File: src/rtl/discrete_audio_pkg.sv
// Shared types and helpers for the discrete-style audio stages.
//   sample_t      : signed 16-bit audio sample
//   noise_state_e : gain envelope states of the noise gate
//   GAIN_UNITY    : gain value that passes the full amplitude
//   phase_inc()   : 32-bit phase increment for a tone/shift rate at a sample rate
package discrete_audio_pkg;

    typedef logic signed [15:0] sample_t;

    typedef enum logic [1:0] {SILENT, ATTACK, SUSTAIN, RELEASE} noise_state_e;

    localparam int unsigned GAIN_UNITY = 256;

    // Fraction of a full 2^32 turn advanced per sample.
    function automatic logic [31:0] phase_inc(input longint unsigned freq,
                                              input longint unsigned rate);
        longint unsigned inc;
        inc = (freq << 32) / rate;
        return inc[31:0];
    endfunction

endpackage

File: src/rtl/lfsr_17.sv
// 17-bit Fibonacci LFSR, polynomial x^17 + x^14 + 1.
//   clk      : system clock
//   I_RST    : asynchronous active-high reset, loads seed (0 is replaced by 1)
//   shift_en : advance one step this clock
//   seed     : reset value
//   state    : current register contents
//   msb      : state[16], the noise bit
module lfsr_17 (
    input  logic        clk,
    input  logic        I_RST,
    input  logic        shift_en,
    input  logic [16:0] seed,
    output logic [16:0] state,
    output logic        msb
);

    logic [16:0] state_q;
    logic [16:0] state_d;
    logic [16:0] shifted;

    always_comb begin
        shifted = {state_q[15:0], state_q[16] ^ state_q[13]};
        // The all-zero state would lock the register forever; restart from 1.
        state_d = (shifted == '0) ? 17'h1 : shifted;
    end

    always_ff @(posedge clk or posedge I_RST) begin
        if (I_RST) begin
            state_q <= (seed == '0) ? 17'h1 : seed;
        end else if (shift_en) begin
            state_q <= state_d;
        end
    end

    assign state = state_q;
    assign msb   = state_q[16];

endmodule

File: src/rtl/lfsr_noise_source.sv
// Gated white-noise source: LFSR noise bit scaled by a ramped gain envelope.
//   clk          : system clock
//   I_RST        : asynchronous active-high reset
//   audio_clk_en : one-clk sample strobe; all state advances only on it
//   enable       : noise gate level, sampled on audio_clk_en
//   out          : registered signed noise sample, +/-AMPLITUDE*gain/256
//   lfsr_bit     : raw LFSR bit 16
module lfsr_noise_source
    import discrete_audio_pkg::*;
#(
    parameter int unsigned SAMPLE_RATE = 48000,
    parameter int unsigned NOISE_FREQ  = 12000,
    parameter int unsigned AMPLITUDE   = 8000,
    parameter int unsigned RAMP_STEP   = 8,
    parameter logic [16:0] SEED        = 17'h1
) (
    input  logic    clk,
    input  logic    I_RST,
    input  logic    audio_clk_en,
    input  logic    enable,
    output sample_t out,
    output logic    lfsr_bit
);

    localparam logic [31:0]        PHASE_INC = phase_inc(NOISE_FREQ, SAMPLE_RATE);
    localparam logic [16:0]        SEED_EFF  = (SEED == '0) ? 17'h1 : SEED;
    localparam logic [9:0]         STEP      = 10'(RAMP_STEP);
    localparam logic [9:0]         UNITY     = 10'(GAIN_UNITY);
    localparam logic signed [16:0] AMP_POS   = 17'(AMPLITUDE);
    localparam logic signed [16:0] AMP_NEG   = -AMP_POS;

    // Phase accumulator: its carry-out paces the LFSR at NOISE_FREQ.
    logic [31:0] phase_q;
    logic [31:0] phase_d;
    logic        carry;
    logic        shift_en;

    assign {carry, phase_d} = {1'b0, phase_q} + {1'b0, PHASE_INC};
    assign shift_en         = audio_clk_en & carry;

    logic [16:0] lfsr_state;
    logic        lfsr_msb;
    logic        unused_lfsr;

    lfsr_17 u_lfsr (
        .clk      (clk),
        .I_RST    (I_RST),
        .shift_en (shift_en),
        .seed     (SEED_EFF),
        .state    (lfsr_state),
        .msb      (lfsr_msb)
    );

    assign unused_lfsr = ^lfsr_state[15:0];
    assign lfsr_bit    = lfsr_msb;

    // Gain envelope FSM.
    noise_state_e state_q;
    noise_state_e state_d;
    logic [8:0]   gain_q;
    logic [8:0]   gain_d;
    logic [9:0]   gain_up;

    assign gain_up = {1'b0, gain_q} + STEP;

    always_ff @(posedge clk or posedge I_RST) begin
        if (I_RST) begin
            state_q <= SILENT;
        end else if (audio_clk_en) begin
            state_q <= state_d;
        end
    end

    always_comb begin
        state_d = state_q;
        unique case (state_q)
            SILENT:  if (enable) state_d = ATTACK;
            ATTACK: begin
                if (!enable) begin
                    state_d = RELEASE;
                end else if (gain_up >= UNITY) begin
                    state_d = SUSTAIN;
                end
            end
            SUSTAIN: if (!enable) state_d = RELEASE;
            RELEASE: begin
                if (enable) begin
                    state_d = ATTACK;
                end else if ({1'b0, gain_q} <= STEP) begin
                    state_d = SILENT;
                end
            end
            default: state_d = SILENT;
        endcase
    end

    // Saturating ramp; a gate change holds the gain for the turnaround sample.
    always_comb begin
        gain_d = gain_q;
        unique case (state_q)
            SILENT:  gain_d = '0;
            ATTACK: begin
                if (enable) begin
                    gain_d = (gain_up >= UNITY) ? UNITY[8:0] : gain_up[8:0];
                end
            end
            SUSTAIN: gain_d = UNITY[8:0];
            RELEASE: begin
                if (!enable) begin
                    gain_d = ({1'b0, gain_q} <= STEP) ? 9'd0 : gain_q - STEP[8:0];
                end
            end
            default: gain_d = '0;
        endcase
    end

    // Output scaling from pre-update lfsr and gain; |result| <= AMPLITUDE.
    logic signed [16:0] amp;
    logic signed [26:0] prod;
    sample_t            out_d;
    sample_t            out_q;

    always_comb begin
        amp   = lfsr_msb ? AMP_POS : AMP_NEG;
        prod  = 27'(amp) * 27'($signed({1'b0, gain_q}));
        out_d = sample_t'(prod >>> 8);
    end

    always_ff @(posedge clk or posedge I_RST) begin
        if (I_RST) begin
            phase_q <= '0;
            gain_q  <= '0;
            out_q   <= '0;
        end else if (audio_clk_en) begin
            phase_q <= phase_d;
            gain_q  <= gain_d;
            out_q   <= out_d;
        end
    end

    assign out = out_q;

endmodule

File: config.mk
export PLATFORM = sky130hd
export DESIGN_NAME = lfsr_noise_source
export DESIGN_NICKNAME = d
export VERILOG_FILES = /design/src/rtl/discrete_audio_pkg.sv /design/src/rtl/lfsr_17.sv /design/src/rtl/lfsr_noise_source.sv
export SDC_FILE = /design/constraint.sdc
export NUM_CORES = 1
export LEC_CHECK = 0
export BUFFER_PORTS_ARGS = -buffer_cell sky130_fd_sc_hd__buf_2
export CORE_MARGIN = 3
export CORE_UTILIZATION = 63
export DETAILED_ROUTE_END_ITERATION = 7
export PLACE_DENSITY = 0.81
export SLEW_MARGIN = 10
export SYNTH_ARGS = -nofsm -noshare
export SYNTH_HDL_FRONTEND = slang
export SYNTH_SLANG_ARGS = --single-unit
File: constraint.sdc
create_clock -name clk -period 6.05 [get_ports clk]
set_input_delay 0.3025 -clock clk [delete_from_list [all_inputs] [get_ports clk]]
set_output_delay 0.3025 -clock clk [all_outputs]
set_load 0.02 [all_outputs]
==> results.py, run 1 <==
metrics = {
    "clock_tree": {
        "cts_root_buffer": "clkbuf_8",
        "htreeDepth": 2,
        "hold_buffers": 0,
        "cts_buffer_depth": 2,
        "numCtsBuffers": 5,
        "insertion_delay_ns": 0.30,
        "tritoncts": "yes",
        "cts_resized": 0,
        "clkSinkCount": 43,
        "post_cts_buffers": 0,
        "clkTransAtPathRegs_ns": 0.09,
    },
    "synth": {
        "async_flop_share": 1.00,
        "ys_seq_area_frac": 0.240,
        "syn-cell-area_um2": 4490,
        "syn_inst": 457,
        "synth-edff-count": 0,
        "ys_ff_latch": 43,
        "synth_cell_type_count": 53,
        "synthXorXnorAreaFrac": 0.0410,
        "synth_warnings": 0,
        "syn_area_per_cell_um2": 9.83,
        "synth_top_family_by_area": "adder cells",
        "synthFlopType": "dfrtp_1",
        "synth_compound_area_frac": 0.112,
        "synth-simple-area-share": 0.0961,
        "synth_fa_ha_area_frac": 0.346,
        "synthMuxAreaShare": 0.0772,
    },
    "cells_and_area": {
        "register_area_um2": 1080,
        "antenna_cells": 0,
        "multi_input_area_um2": 3120,
        "layout.filler_cells": 516,
        "fin_nets": 601,
        "drive_gt1_frac": 0.140,
        "stdcell_count": 597,
        "syn_to_final_growth_pct": 8.72,
    },
    "worst_setup_path": {
        "crit_path_start_kind": "flip-flop",
        "arrival_ns": 5.55,
        "worst-setup-path-type": "reg2reg",
        "worstReg2RegEnd": "out[13]$_DFFE_PP0P_",
        "r2r-start": "u_lfsr.state[16]$_DFFE_PP0P_",
        "critPathCaptureType": "flip-flop",
        "rr_worst_depth": 17,
        "cp_max_fo": 18,
        "cp.required_ns": 6.24,
        "reg2reg_slack_ns": 0.68,
    },
    "global_route": {
        "grt-ovfl-total": 0,
        "grt_pass1_wl_um": 15000,
        "grt_pass1_vias": 3202,
        "grt_max_degree": 44,
        "track_usage": 0.224,
        "antenna_found_initial": 0,
    },
    "place": {
        "place_inst": 589,
        "io_buffers": 20,
        "dp_worst_setup_slack_ns": 0.682,
        "hpwl_um": 6830,
        "place.gp.congestion": 0.911,
    },
    "job": {
        "cap_violations": 0,
    },
    "drt": {
        "via_per_inst": 5.26,
        "num_vias": 3142,
        "first_pass_iters": 4,
        "antenna_left": 0,
        "avgRoutedWirePerCell_um": 14.2,
        "drtIter0Drc": 75,
        "post-route-drc-count": 0,
        "routed_wl_um": 8470,
    },
    "sta": {
        "drv_slew": 0,
        "maxSlewHeadroom": 0.535,
        "skew_ns": 0.00496,
        "period_needed_ns": 5.37,
        "setup_viol": 0,
        "fin_ws_ns": 0.682,
        "grt_setup_unrepaired": "false",
        "setup-tns-final_ns": 0,
        "max_clock_freq_mhz": 186,
        "period_share": 0.887,
        "hold_viol": 0,
        "worstMarginPinSlew_ns": 0.695,
    },
    "die": {
        "core_um2": 6870,
        "die_area_um2": 8180,
        "die_h_um": 90.4,
        "die_x_um": 90.4,
        "start_util": 0.654,
        "io_pins": 21,
        "rows": 30,
    },
    "hold_path": {
        "hold_path_class": "in2async",
    },
    "status": {
        "status": "completed",
    },
}
logic make-up (layout without fill, tap and decap cells):
family,after synthesis,in the layout
xor gates and xnor gates,21,21
buffers and inverters,102,120
AOI/OAI and AO/OA,78,78
other,2,28
DFF,43,43
and+or+nand+nor,83,83
muxes,31,31
adders and majority gates,97,97
layer usage:
metal,share of wire,vias up,track usage,wire (um)
met3,0.037,8,0.0283,311
met4,0.0094,0,0.0485,80
met1,0.45,1513,0.300,3780
li1,-,1558,-,-
met5,0,-,0,0
met2,0.51,63,0.390,4300
worst max path at each step:
stage	end	slack (ns)	from	cells past startpoint
floorplan	out[12]$_DFFE_PP0P_	0.77	u_lfsr.state[16]$_DFFE_PP0P_	19
global placement	out[13]$_DFFE_PP0P_	0.74	u_lfsr.state[16]$_DFFE_PP0P_	17
detailed placement	out[13]$_DFFE_PP0P_	0.68	u_lfsr.state[16]$_DFFE_PP0P_	17
CTS	out[13]$_DFFE_PP0P_	0.67	u_lfsr.state[16]$_DFFE_PP0P_	17
global route	out[13]$_DFFE_PP0P_	0.21	u_lfsr.state[16]$_DFFE_PP0P_	17
finish	out[13]$_DFFE_PP0P_	0.68	u_lfsr.state[16]$_DFFE_PP0P_	17
cell type report:
type,instances,area share
inverters,91,0.0700
clock buffers,5,0.0141
well taps,96,0.0246
flip-flops and latches,43,0.221
multi-input cells,338,0.639
clock inverters,3,0.00948
repair buffers,21,0.0220
per-stage QoR:
| stage | cell area (um2) | utilization | hold WS, ns |
|---|---|---|---|
| after floorplan | 4590 | - | 0.445 |
| after global placement | 4770 | 0.694 | 0.458 |
| after detailed placement | 4770 | 0.694 | 0.476 |
| after CTS | 4880 | 0.711 | 0.144 |
| after global routing | 4880 | 0.711 | 0.186 |
| final | 4880 | 0.711 | 0.133 |
critical path: stages (launching register included):
cell	delay [ns]
dfrtp_1	0.67
and2_1	0.30
ha_1	0.28
xnor2_1	0.28
inv_1	0.13
fa_1	0.48
fa_1	0.52
fa_1	0.54
inv_1	0.05
fa_1	0.50
inv_1	0.04
ha_1	0.36
a21oi_1	0.15
o21ai_0	0.11
a21oi_1	0.28
o21ai_0	0.15
xor2_1	0.16
mux2_2	0.27
sequential cells by signal, indices dropped and copies added (netlist names):
name / flops
gain_q: 6
out: 16
phase_q: 2
state_q: 2
u_lfsr.state: 17
placed cells by master (no fill, tap or decap), drive strengths merged, types with 2 or more instances in the layout:
master  synthesis  layout
inv            91      92
ha             52      52
fa             45      45
dfrtp          42      42
mux2           29      29
conb            2      28
nor2           24      24
a21oi          22      22
buf             1      21
o21ai          21      21
nand2          18      18
xnor2          15      15
a21o           10      10
nor3            8       8
and2            7       7
xor2            6       6
nor4            6       6
nor2b           5       5
clkbuf         10       5
a211oi          3       3
a31oi           3       3
nand3b          3       3
nand3           2       2
mux2i           2       2
o21bai          2       2
o21a            2       2
nand2b          2       2
a31o            2       2
a41oi           2       2
o22ai           2       2
or3             2       2
synthesized netlist by cell type (all sizes together), types with 3 or more instances:
library cell	n	area share
a21oi	22	0.025
dfrtp	42	0.23
nor2b	5	0.0070
mux2	29	0.073
a211oi	3	0.0050
nor4	6	0.0098
xor2	6	0.012
inv	91	0.076
fa	45	0.20
nor3	8	0.0089
xnor2	15	0.029
nor2	24	0.020
nand2	18	0.015
and2	7	0.010
clkbuf	10	0.0084
a21o	10	0.017
nand3b	3	0.0050
ha	52	0.14
o21ai	21	0.024
a31oi	3	0.0042
Power of run 1 is not shown: default switching activity piles up to over one toggle a cycle in this logic, so the estimate is an artifact.
==> run 2: changes to the inputs <==
- BUFFER_PORTS_ARGS: -buffer_cell sky130_fd_sc_hd__buf_2 -> -buffer_cell sky130_fd_sc_hd__buf_4
==> run 2 against run 1 <==
Clock skew is 0.0020 ns higher. Critical path depth stayed put. Die area did not move. Sequential share of layout area fell by 0.23 points. Core utilization rose by 0.75 points. Final cell count did not move. Register-to-register slack got worse by 0.07 ns. Wire length up 3.6%. First-iteration DRC count grew 71%. Fmax fell by 1.2%. Cell area up 1.1%.
==> results.py, run 2 (synthesis gave the netlist of run 1 again) <==
metrics = {
    "status": {
        "status": "completed",
    },
    "drt": {
        "routed_wl_um": 8780,
        "first_pass_iters": 4,
        "post-route-drc-count": 0,
        "avgRoutedWirePerCell_um": 14.7,
        "via_per_inst": 5.36,
        "num_vias": 3202,
        "drtIter0Drc": 128,
        "antenna_left": 0,
    },
    "global_route": {
        "met2_usage": 0.416,
        "grt_pass1_wl_um": 15600,
        "busiest_layer": "met2",
        "track_usage": 0.235,
        "antenna_found_initial": 0,
        "met3_usage": 0.0367,
        "grt_pass1_vias": 3394,
        "use_met1": 0.302,
        "grt_max_degree": 44,
        "grt-ovfl-total": 0,
    },
    "die": {
        "core_um2": 6870,
        "rows": 30,
        "die_area_um2": 8180,
        "die_x_um": 90.4,
        "start_util": 0.654,
        "die_h_um": 90.4,
        "io_pins": 21,
    },
    "worst_setup_path": {
        "worstReg2RegEnd": "out[12]$_DFFE_PP0P_",
        "reg2reg_slack_ns": 0.62,
        "arrival_ns": 5.62,
        "critPathCaptureType": "flip-flop",
        "worst-setup-path-type": "reg2reg",
        "r2r-start": "u_lfsr.state[16]$_DFFE_PP0P_",
        "crit_path_start_kind": "flip-flop",
        "cp_max_fo": 18,
        "cp.required_ns": 6.24,
        "rr_worst_depth": 17,
    },
    "sta": {
        "fin_hold_ws_ns": 0.144,
        "skew_ns": 0.00700,
        "hold_viol": 0,
        "setup-tns-final_ns": 0,
        "maxSlewHeadroom": 0.536,
        "max_clock_freq_mhz": 184,
        "worstMarginPinSlew_ns": 0.694,
        "grt_setup_unrepaired": "false",
        "drv_slew": 0,
        "setup_viol": 0,
        "period_needed_ns": 5.43,
        "period_share": 0.898,
    },
    "cells_and_area": {
        "fin_nets": 601,
        "final_cell_mix": "91 x inv_1, 52 x ha_1, 45 x fa_1",
        "largest_reg_flops": 17,
        "stdcell_area_um2": 4930,
        "drive_gt1_frac": 0.140,
        "fin_util": 0.718,
        "final_common_cell": "inv_1",
        "antenna_cells": 0,
        "syn_to_final_growth_pct": 9.86,
    },
    "clock_tree": {
        "cts_root_buffer": "clkbuf_8",
        "clkTransAtPathRegs_ns": 0.09,
        "hold_buffers": 0,
        "tritoncts": "yes",
        "cts_buffer_depth": 2,
        "clkSinkCount": 43,
        "insertion_delay_ns": 0.30,
        "post_cts_buffers": 0,
        "cts_resized": 0,
        "numCtsBuffers": 5,
        "htreeDepth": 2,
    },
    "hold_path": {
        "hold_path_class": "in2async",
    },
    "place": {
        "place.gp.congestion": 0.920,
        "place_area_um2": 4820,
        "io_buffers": 20,
        "hpwl_um": 7090,
    },
    "job": {
        "cap_violations": 0,
    },
}
-- run 2: changes by cell type in the layout (fill, tap and decap cells not counted), sizes merged --
cell and delta:
clkinv +1, clkinvlp -1
-- run 2: metal layers --
metal	vias up	share of wire
li1	1559	-
met1	1559	0.44
met2	67	0.51
met3	17	0.036
met4	0	0.015
met5	-	0
-- run 2: worst max-delay path, stage by stage, from the launching register on --
cell	delay [ns]
dfrtp_1	0.68
and2_1	0.30
ha_1	0.28
xnor2_1	0.18
fa_1	0.55
inv_1	0.06
fa_1	0.50
fa_1	0.54
inv_1	0.05
fa_1	0.51
inv_1	0.05
ha_1	0.36
a21o_1	0.20
nor3_1	0.12
o21ai_1	0.15
a311oi_2	0.36
xnor2_1	0.15
mux2_2	0.29
-- run 2: worst max-delay path by stage --
stage | to | from
finish | out[12]$_DFFE_PP0P_ | u_lfsr.state[16]$_DFFE_PP0P_
global route | out[13]$_DFFE_PP0P_ | u_lfsr.state[16]$_DFFE_PP0P_
floorplan | out[12]$_DFFE_PP0P_ | u_lfsr.state[16]$_DFFE_PP0P_
detailed placement | out[13]$_DFFE_PP0P_ | u_lfsr.state[16]$_DFFE_PP0P_
CTS | out[12]$_DFFE_PP0P_ | u_lfsr.state[16]$_DFFE_PP0P_
global placement | out[13]$_DFFE_PP0P_ | u_lfsr.state[16]$_DFFE_PP0P_
-- run 2: per-stage QoR --
step	std cells	setup WS (ns)
after floorplan	483	0.770
after global placement	589	0.737
after detailed placement	589	0.667
after CTS	597	0.619
after global routing	597	0.277
final	597	0.616
-- run 2: final cells by class --
| type | instances | area, um2 |
|---|---|---|
| repair buffers | 21 | 158 |
| flip-flops and latches | 43 | 1080 |
| clock inverters | 3 | 47.5 |
| well taps | 96 | 120 |
| clock buffers | 5 | 68.8 |
| fillers | 512 | 1940 |
| inverters | 91 | 342 |
| multi-input cells | 338 | 3120 |
Power of run 2 is left out for the same reason.
==> run 3: changes to the inputs <==
- PLACE_DENSITY: 0.81 -> 0.91
==> run 3 against run 2 <==
Non-clock buffer count stayed put. Wire length is 9.0% higher. Worst setup slack worse by 0.17 ns. Sequential share of layout area is 0.11 points higher. Hold slack worse by 0.0042 ns. Cell area is 0.48% lower. Die area stayed put. Clock skew is 0.0013 ns higher. Sequential cell count stayed put. Fmax is 3.0% lower. Register-to-register slack worse by 0.17 ns. Final cell count stayed put.
==> results.py, run 3 (synthesis gave the netlist of run 1 again) <==
metrics = {
    "sta": {
        "worstMarginPinSlew_ns": 0.676,
        "skew_ns": 0.00833,
        "period_needed_ns": 5.60,
        "maxSlewHeadroom": 0.548,
        "setup_viol": 0,
        "setup-tns-final_ns": 0,
        "hold_viol": 0,
        "grt_setup_unrepaired": "false",
        "period_share": 0.926,
        "max_clock_freq_mhz": 179,
        "drv_slew": 0,
    },
    "clock_tree": {
        "clkTransAtPathRegs_ns": 0.09,
        "htreeDepth": 2,
        "cts_root_buffer": "clkbuf_8",
        "numCtsBuffers": 5,
        "insertion_delay_ns": 0.30,
        "post_cts_buffers": 0,
        "tritoncts": "yes",
        "cts_buffer_depth": 2,
        "hold_buffers": 0,
        "clkSinkCount": 43,
        "cts_resized": 0,
    },
    "global_route": {
        "track_usage": 0.252,
        "grt_pass1_vias": 3771,
        "antenna_found_initial": 0,
        "grt_pass1_wl_um": 16900,
        "grt_max_degree": 44,
        "grt-ovfl-total": 0,
    },
    "die": {
        "io_pins": 21,
        "die_x_um": 90.4,
        "start_util": 0.654,
        "die_h_um": 90.4,
        "core_um2": 6870,
        "die_area_um2": 8180,
        "rows": 30,
    },
    "cells_and_area": {
        "drive_gt1_frac": 0.140,
        "layout.filler_cells": 479,
        "register_area_um2": 1080,
        "final_cell_mix": "91 x inv_1, 52 x ha_1, 45 x fa_1",
        "antenna_cells": 0,
        "multi_input_area_um2": 3120,
        "syn_to_final_growth_pct": 9.33,
        "largest_reg_flops": 17,
        "fin_nets": 601,
        "final_common_cell": "inv_1",
    },
    "place": {
        "place.gp.congestion": 0.939,
        "io_buffers": 20,
        "hpwl_um": 7620,
    },
    "worst_setup_path": {
        "crit_path_top_delay_cell": "dfrtp_1",
        "reg2reg_slack_ns": 0.45,
        "crit_path_start_kind": "flip-flop",
        "crit_chain": "and2_1 -> ha_1 -> xnor2_1 -> inv_1 -> ha_1 -> inv_1 -> fa_1 -> inv_1 -> fa_1 -> inv_1 -> fa_1 -> inv_1 -> ha_1 -> o21ai_0 -> nor2_1 -> a21oi_1 -> o21ai_0 -> xor2_1 -> mux2_2",
        "arrival_ns": 5.79,
        "cp.required_ns": 6.24,
        "cp_max_fo": 18,
        "critPathBufInv": 5,
        "critPathTopFamily": "adder cells",
        "critPathCaptureType": "flip-flop",
        "worst-setup-path-type": "reg2reg",
        "critPathMaxStageDelay_ns": 0.69,
        "rr_worst_depth": 19,
        "r2r-start": "u_lfsr.state[16]$_DFFE_PP0P_",
        "crit_top_cell": "inv_1",
        "worstReg2RegEnd": "out[13]$_DFFE_PP0P_",
    },
    "drt": {
        "post-route-drc-count": 0,
        "first_pass_iters": 5,
        "routed_wl_um": 9570,
        "drtIter0Drc": 169,
        "via_per_inst": 5.73,
        "num_vias": 3421,
        "antenna_left": 0,
        "avgRoutedWirePerCell_um": 16.0,
    },
    "hold_path": {
        "hold_path_class": "in2async",
    },
    "status": {
        "status": "completed",
    },
    "job": {
        "cap_violations": 0,
    },
}
-- run 3: worst reg2reg max path: cells and delay by family (launching register included) --
| kind | cells | cell delay [ns] |
|---|---|---|
| buffers and inverters | 5 | 0.37 |
| AND/OR/NAND/NOR | 2 | 0.38 |
| multiplexers | 1 | 0.29 |
| adder cells (fa/ha/maj) | 6 | 2.58 |
| XOR/XNOR | 2 | 0.46 |
| AO/OA/AOI/OAI | 3 | 0.72 |
| flip-flops | 1 | 0.69 |
-- run 3: cell type report --
cell class / instances / area share
sequential: 43 / 0.219
inverter: 91 / 0.0696
timing repair buffer: 21 / 0.0321
tap: 96 / 0.0245
clock inverter: 3 / 0.00484
clock buffer: 5 / 0.0140
multi-input combinational: 338 / 0.636
-- run 3: layer usage --
metal / share of wire / vias to the layer above / global-route usage
li1: - / 1559 / -
met1: 0.40 / 1708 / 0.299
met2: 0.52 / 112 / 0.455
met3: 0.044 / 42 / 0.0442
met4: 0.031 / 0 / 0.0982
met5: 0 / - / 0
-- run 3: how the worst max path moves through the flow --
stage	start	endpoint	slack [ns]	depth (start not counted)
2_1_floorplan	u_lfsr.state[16]$_DFFE_PP0P_	out[12]$_DFFE_PP0P_	0.77	19
3_3_place_gp	u_lfsr.state[16]$_DFFE_PP0P_	out[12]$_DFFE_PP0P_	0.81	17
3_5_place_dp	u_lfsr.state[16]$_DFFE_PP0P_	out[13]$_DFFE_PP0P_	0.56	17
4_1_cts	u_lfsr.state[16]$_DFFE_PP0P_	out[13]$_DFFE_PP0P_	0.51	19
5_1_grt	u_lfsr.state[16]$_DFFE_PP0P_	out[13]$_DFFE_PP0P_	0.06	17
6_report	u_lfsr.state[16]$_DFFE_PP0P_	out[13]$_DFFE_PP0P_	0.45	19
-- run 3: metrics by stage --
step / cells / hold WS, ns / utilization / setup WS (ns) / area (um2)
after floorplan: 483 / 0.445 / - / 0.770 / 4590
after global placement: 589 / 0.458 / 0.701 / 0.805 / 4820
after detailed placement: 589 / 0.466 / 0.701 / 0.556 / 4820
after CTS: 597 / 0.152 / 0.715 / 0.508 / 4910
after global routing: 597 / 0.169 / 0.715 / 0.0577 / 4910
final: 597 / 0.140 / 0.715 / 0.449 / 4910
Power of run 3 is left out for the same reason.
